`config.mk`:
```
export PLATFORM = sky130hd
export DESIGN_NAME = rom_load_sched
export DESIGN_NICKNAME = d
export VERILOG_FILES = /design/src/rtl/rom_load_sched.sv
export SDC_FILE = /design/constraint.sdc
export NUM_CORES = 1
export LEC_CHECK = 0
export ABC_AREA = 1
export BUFFER_PORTS_ARGS = -buffer_cell sky130_fd_sc_hd__buf_2
export CAP_MARGIN = 15
export CORE_MARGIN = 8
export CORE_UTILIZATION = 58
export CTS_BUF_LIST = sky130_fd_sc_hd__clkbuf_16
export CTS_CLUSTER_SIZE = 30
export DETAILED_ROUTE_END_ITERATION = 8
export PLACE_DENSITY = 0.85
export SYNTH_ARGS = -nofsm -noshare
export SYNTH_HDL_FRONTEND = slang
export SYNTH_SLANG_ARGS = --single-unit
```
`constraint.sdc`:
```
create_clock -name clk48M -period 3.7 [get_ports clk48M]
set_input_delay 0.74 -clock clk48M [delete_from_list [all_inputs] [get_ports clk48M]]
set_output_delay 0.74 -clock clk48M [all_outputs]
set_load 0.1 [all_outputs]
```
`src/rtl/rom_load_sched.sv`:
```
// rom_load_sched
//   Sits between the HPS ROM-download stream and the Green Beret core.
//   Each downloaded byte is decoded into one of four ROM regions and
//   re-issued one cycle later as a region-relative write. The block also
//   owns the core reset: held during download, for a settle window after
//   it, and again after any external game-reset request.
//
// Ports
//   clk48M      in   system clock, all logic on the rising edge
//   reset       in   asynchronous active-high block reset
//   ext_rst     in   synchronous game-reset request (level)
//   dl_active   in   download in progress
//   dl_wr       in   one-cycle byte strobe
//   dl_addr     in   [24:0] byte address
//   dl_data     in   [7:0]  byte
//   wr_cpu      out  CPU ROM write strobe
//   wr_chr      out  character ROM write strobe
//   wr_spr      out  sprite ROM write strobe
//   wr_prom     out  colour/LUT PROM write strobe
//   wr_addr     out  [16:0] region-relative address
//   wr_data     out  [7:0]  registered byte
//   core_reset  out  active-high reset to the game core
//   load_done   out  sticky: last download completed
//   overrun     out  sticky: byte at/above OVR_BASE in current load
//   byte_count  out  [17:0] accepted bytes in current load, saturating
module rom_load_sched #(
    parameter int unsigned  SETTLE_CYCLES = 4096,
    parameter logic [24:0]  OVR_BASE      = 25'h20300
) (
    input  logic        clk48M,
    input  logic        reset,
    input  logic        ext_rst,
    input  logic        dl_active,
    input  logic        dl_wr,
    input  logic [24:0] dl_addr,
    input  logic [7:0]  dl_data,
    output logic        wr_cpu,
    output logic        wr_chr,
    output logic        wr_spr,
    output logic        wr_prom,
    output logic [16:0] wr_addr,
    output logic [7:0]  wr_data,
    output logic        core_reset,
    output logic        load_done,
    output logic        overrun,
    output logic [17:0] byte_count
);

    typedef enum logic [1:0] {
        ST_IDLE,
        ST_LOAD,
        ST_SETTLE,
        ST_RUN
    } state_t;

    localparam logic [15:0] SETTLE_LOAD = 16'(SETTLE_CYCLES - 1);
    localparam logic [17:0] COUNT_MAX   = 18'h3FFFF;

    state_t      state_q, state_d;
    logic [15:0] cnt_q, cnt_d;
    logic        core_reset_q, core_reset_d;
    logic        wr_cpu_q, wr_cpu_d;
    logic        wr_chr_q, wr_chr_d;
    logic        wr_spr_q, wr_spr_d;
    logic        wr_prom_q, wr_prom_d;
    logic [16:0] wr_addr_q, wr_addr_d;
    logic [7:0]  wr_data_q, wr_data_d;
    logic        load_done_q, load_done_d;
    logic        overrun_q, overrun_d;
    logic [17:0] byte_count_q, byte_count_d;

    logic accept;
    logic enter_load;

    // Bytes are only taken while already in LOAD; this also covers the
    // LOAD->SETTLE edge, where dl_active has already dropped.
    assign accept = (state_q == ST_LOAD) && dl_wr;

    // NOTE: every signal assigned in this block gets a default first, so no
    // path leaves it unassigned and no latch is inferred.
    always_comb begin
        state_d = state_q;
        cnt_d   = cnt_q;

        unique case (state_q)
            ST_IDLE: begin
                if (dl_active) state_d = ST_LOAD;
            end
            ST_LOAD: begin
                if (!dl_active) begin
                    state_d = ST_SETTLE;
                    cnt_d   = SETTLE_LOAD;
                end
            end
            ST_SETTLE: begin
                // A new download wins over everything; an external reset
                // keeps restarting the window until it is released.
                if (dl_active)         state_d = ST_LOAD;
                else if (ext_rst)      cnt_d   = SETTLE_LOAD;
                else if (cnt_q == '0)  state_d = ST_RUN;
                else                   cnt_d   = cnt_q - 16'd1;
            end
            ST_RUN: begin
                if (dl_active) begin
                    state_d = ST_LOAD;
                end else if (ext_rst) begin
                    state_d = ST_SETTLE;
                    cnt_d   = SETTLE_LOAD;
                end
            end
            default: state_d = ST_IDLE;
        endcase
    end

    // Core reset is registered from the next state so it drops exactly on
    // the edge that enters RUN.
    assign core_reset_d = (state_d != ST_RUN);
    assign enter_load   = (state_d == ST_LOAD) && (state_q != ST_LOAD);

    // Region decode and write path.
    always_comb begin
        wr_cpu_d  = 1'b0;
        wr_chr_d  = 1'b0;
        wr_spr_d  = 1'b0;
        wr_prom_d = 1'b0;
        wr_addr_d = wr_addr_q;
        wr_data_d = wr_data_q;
        overrun_d = overrun_q;

        if (enter_load) begin
            overrun_d = 1'b0;
        end else if (accept) begin
            if (dl_addr < 25'h0C000) begin
                wr_cpu_d  = 1'b1;
                wr_addr_d = dl_addr[16:0];
                wr_data_d = dl_data;
            end else if (dl_addr < 25'h10000) begin
                wr_chr_d  = 1'b1;
                wr_addr_d = dl_addr[16:0] - 17'h0C000;
                wr_data_d = dl_data;
            end else if (dl_addr < 25'h20000) begin
                wr_spr_d  = 1'b1;
                wr_addr_d = dl_addr[16:0] - 17'h10000;
                wr_data_d = dl_data;
            end else if (dl_addr < OVR_BASE) begin
                // PROM offset 0x20000 has all-zero low 17 bits.
                wr_prom_d = 1'b1;
                wr_addr_d = dl_addr[16:0];
                wr_data_d = dl_data;
            end else begin
                overrun_d = 1'b1;
            end
        end
    end

    // Sticky status and byte counter; entering LOAD clears them.
    always_comb begin
        load_done_d  = load_done_q;
        byte_count_d = byte_count_q;
        if (enter_load) begin
            load_done_d  = 1'b0;
            byte_count_d = '0;
        end else begin
            if (state_q == ST_LOAD && state_d == ST_SETTLE) load_done_d = 1'b1;
            if (accept && byte_count_q != COUNT_MAX)
                byte_count_d = byte_count_q + 18'd1;
        end
    end

    // NOTE: sequential state uses non-blocking assignments only, so all
    // registers sample the same pre-edge values regardless of order.
    always_ff @(posedge clk48M or posedge reset) begin
        if (reset) begin
            // NOTE: the data/address holding registers are reset too, because
            // their values are visible on the ports and have defined reset
            // values.
            state_q      <= ST_IDLE;
            cnt_q        <= '0;
            core_reset_q <= 1'b1;
            wr_cpu_q     <= 1'b0;
            wr_chr_q     <= 1'b0;
            wr_spr_q     <= 1'b0;
            wr_prom_q    <= 1'b0;
            wr_addr_q    <= '0;
            wr_data_q    <= '0;
            load_done_q  <= 1'b0;
            overrun_q    <= 1'b0;
            byte_count_q <= '0;
        end else begin
            state_q      <= state_d;
            cnt_q        <= cnt_d;
            core_reset_q <= core_reset_d;
            wr_cpu_q     <= wr_cpu_d;
            wr_chr_q     <= wr_chr_d;
            wr_spr_q     <= wr_spr_d;
            wr_prom_q    <= wr_prom_d;
            wr_addr_q    <= wr_addr_d;
            wr_data_q    <= wr_data_d;
            load_done_q  <= load_done_d;
            overrun_q    <= overrun_d;
            byte_count_q <= byte_count_d;
        end
    end

    assign wr_cpu     = wr_cpu_q;
    assign wr_chr     = wr_chr_q;
    assign wr_spr     = wr_spr_q;
    assign wr_prom    = wr_prom_q;
    assign wr_addr    = wr_addr_q;
    assign wr_data    = wr_data_q;
    assign core_reset = core_reset_q;
    assign load_done  = load_done_q;
    assign overrun    = overrun_q;
    assign byte_count = byte_count_q;

endmodule

```
==> flow_summary.json <==
{
  "synthTopCellsByArea": "dfrtp_1, nand2_1, nand3_1",
  "h-tree-depth": 3,
  "ctsHoldBuffers": 0,
  "fin_crit_sh": 0.594,
  "ir_drop_mv": 0.350,
  "hold_viol": 0,
  "cts_resized": 0,
  "netlist-cell-type-count": 38,
  "vias": 3621,
  "busiest_layer": "met2",
  "grt_pass1_vias": 3598,
  "use_met2": 0.363,
  "netlist.top_cell.by_area": "dfrtp_1",
  "n_antenna_cell": 0,
  "syn_area_um2": 3780,
  "relSlewSlack": 0.419,
  "synthArstFlopShare": 1.00,
  "die_w_um": 96.8,
  "hold_path_class": "flop to flop",
  "skew_ns": 0.00470,
  "slew_violations": 0,
  "fmax_mhz": 455,
  "met3_usage": 0.0327,
  "synth.area.mux_share": 0,
  "powerDensity_nw_per_um2": 563,
  "grt_pass1_wl_um": 16500,
  "avgSynthCellArea_um2": 7.60,
  "finalSetupViolations": 0,
  "root_buffer": "clkbuf_16",
  "cts-buffers-inserted": 9,
  "crit_path_start_kind": "flop",
  "area_growth_pct": 20.0,
  "crit_arrival_ns": 2.41,
  "worst_setup_hold_path_clk_slew_ns": 0.06,
  "p_int_mw": 1.46,
  "grt_use_total": 0.207,
  "place_congestion": 0.860,
  "critPathCapture": "wr_addr[10]",
  "synth-xor-area-share": 0.0208,
  "p_sw_mw": 1.09,
  "yosys.area.top_type_share": 0.443,
  "p_comb_frac": 0.357,
  "whs_ns": 0.469,
  "power.clock.fraction": 0.302,
  "synth_seq_cells": 68,
  "cp.required_ns": 3.92,
  "critPathKind": "flop to flop",
  "crit_fanout": 30,
  "synthCells": 498,
  "fill_cells": 469,
  "drt-initial-drc-count": 221,
  "insertion_delay_ns": 0.33,
  "rr_endpoint": "wr_addr[10]",
  "post-dp-hpwl_um": 7000,
  "drv_cap": 0,
  "min_path_cells": 2,
  "die_y_um": 96.8,
  "drc": 0,
  "rr_worst_depth": 6,
  "ioPinCount": 88,
  "drive_above_1_share": 0.234,
  "nets": 634,
  "initial_core_util": 0.596,
  "outcome": "finished clean",
  "synth_top_family_by_area": "simple AND/OR/NAND/NOR gates",
  "synthFlopType": "dfrtp_1",
  "cts_tree": "done",
  "rsz0062_at_grt": "no",
  "grtUsageMet1": 0.240,
  "leakage_nw": 2.51,
  "worst_slew_pin_slew_ns": 0.869,
  "grt_overflow": 0,
  "cts_buffer_depth": 2,
  "synth_edf_count": 0,
  "wire_per_inst_um": 14.5,
  "postRouteWirelength_um": 9730,
  "end_kind": "flop",
  "yosysSeqAreaShare": 0.450,
  "port_buffers": 87,
  "worst_slack_ns": 1.50,
  "place_ws_ns": 1.32,
  "critPathLaunch": "state_q[1]",
  "grt_max_degree": 41,
  "cts_sinks": 68,
  "period_needed_ns": 2.20,
  "core_area_um2": 6350,
  "seq_power_share": 0.341,
  "die_area_um2": 9370,
  "swShare": 0.428,
  "yosys.area_share.simple": 0.362,
  "fin_tns_setup_ns": 0,
  "rows": 29,
  "synthAdderAreaFrac": 0.0231,
  "cts_setup_buffers": 0,
  "postRouteAntennaNets": 0,
  "yosys_warnings": 0,
  "r2r_setup_slack_ns": 1.50,
  "r2r-start": "state_q[1]",
  "routed_via_density": 5.40,
  "synth_compound_area_frac": 0.0645,
  "synth_fp_nets": 543,
  "drt-pass1-iter-count": 5,
  "antenna_found_initial": 0
}
==> power groups by stage <==
stage	sequential, mW	clock [mW]	combinational (mW)
global route	0.880	0.809	0.993
finish	0.872	0.773	0.912
detailed placement	0.883	0	0.895
floorplan	1.13	0	0.507
global placement	0.880	0	0.876
CTS	0.871	0.776	0.913
==> per-stage QoR <==
step,cell area [µm²],power [mW],std cells,util
after floorplan,3780,1.64,498,-
after global placement,4270,1.76,655,0.673
after detailed placement,4270,1.78,655,0.673
after CTS,4540,2.56,671,0.715
after global routing,4540,2.68,671,0.715
final,4540,2.56,671,0.715
==> registers in the layout, indices dropped and copies added, names as in the netlist <==
register	flops
core_reset	1
wr_addr	17
wr_chr	1
wr_spr	1
wr_cpu	1
load_done	1
wr_data	8
state_q	2
wr_prom	1
overrun	1
cnt_q	16
byte_count	18
==> placed cells by master (no fill, tap or decap) <==
master,n
a31oi_1,1
nor3_2,1
o21a_1,2
clkinv_2,3
inv_1,57
and3_1,1
buf_2,87
o21ai_0,24
buf_4,4
nand2_1,139
or2_1,1
o21ai_2,2
nor2_2,8
inv_2,4
dfstp_2,1
nor2_1,64
clkinvlp_4,1
nand3_4,2
o21bai_1,2
xor2_1,9
nor2_4,4
nand3b_1,1
o21ai_1,4
ha_1,7
nor3_1,4
clkbuf_16,9
clkinv_4,2
nor3b_1,1
dfrtp_1,67
nand3_2,1
nand4_2,1
nor2_8,1
nand2_2,6
a21oi_1,8
nand4_1,10
o211a_1,1
clkinv_1,1
nand2_4,2
nand3_1,51
==> layout make-up <==
type | instances | area, µm² | area share
Multi-Input combinational cell | 358 | 1780 | 0.392
Tap cell | 77 | 96.3 | 0.0212
Sequential cell | 68 | 1700 | 0.375
Inverter | 61 | 229 | 0.0504
Clock buffer | 9 | 225 | 0.0496
Timing Repair Buffer | 91 | 465 | 0.102
Clock inverter | 7 | 43.8 | 0.00964
==> worst min-delay path by stage <==
stage                    start          to  slack (ns)
CTS                 wr_addr[2]  wr_addr[2]        0.47
finish              wr_addr[2]  wr_addr[2]        0.47
detailed placement  wr_addr[2]  wr_addr[2]        0.45
global route        wr_addr[8]  wr_addr[8]        0.49
floorplan            cnt_q[15]   cnt_q[15]        0.49
global placement    wr_addr[0]  wr_addr[0]        0.45
==> synthesized netlist by cell type (3+ instances only) <==
cell      count
xor2_1        9
inv_2         3
nand4_1      10
o21ai_0      24
inv_1        58
clkbuf_1      4
nor2_1       64
a21oi_1       8
nor3_1        4
ha_1          7
nand2_1     139
o21ai_1       4
nand3_1      51
dfrtp_1      67
nor2_2        8
nor2_4        4
nand2_2       6
==> cell families after synthesis <==
| logic type | after synthesis |
|---|---|
| xor+xnor | 9 |
| flops | 68 |
| fa+ha+maj | 7 |
| compound gates | 44 |
| buf+inv | 72 |
| simple gates | 298 |
==> critical path, cell delays in order, from the launching register on <==
cell	delay, ns
dfrtp_1	0.40
inv_1	0.15
ha_1	0.22
nand2_1	0.22
inv_1	0.15
nand2_1	0.52
o21ai_0	0.42
==> layer usage <==
layer,up-vias,wire (µm)
met4,0,263
met5,-,0
met3,27,492
met2,153,4980
met1,1678,3990
li1,1763,-
(Power assumes the default switching activity.)
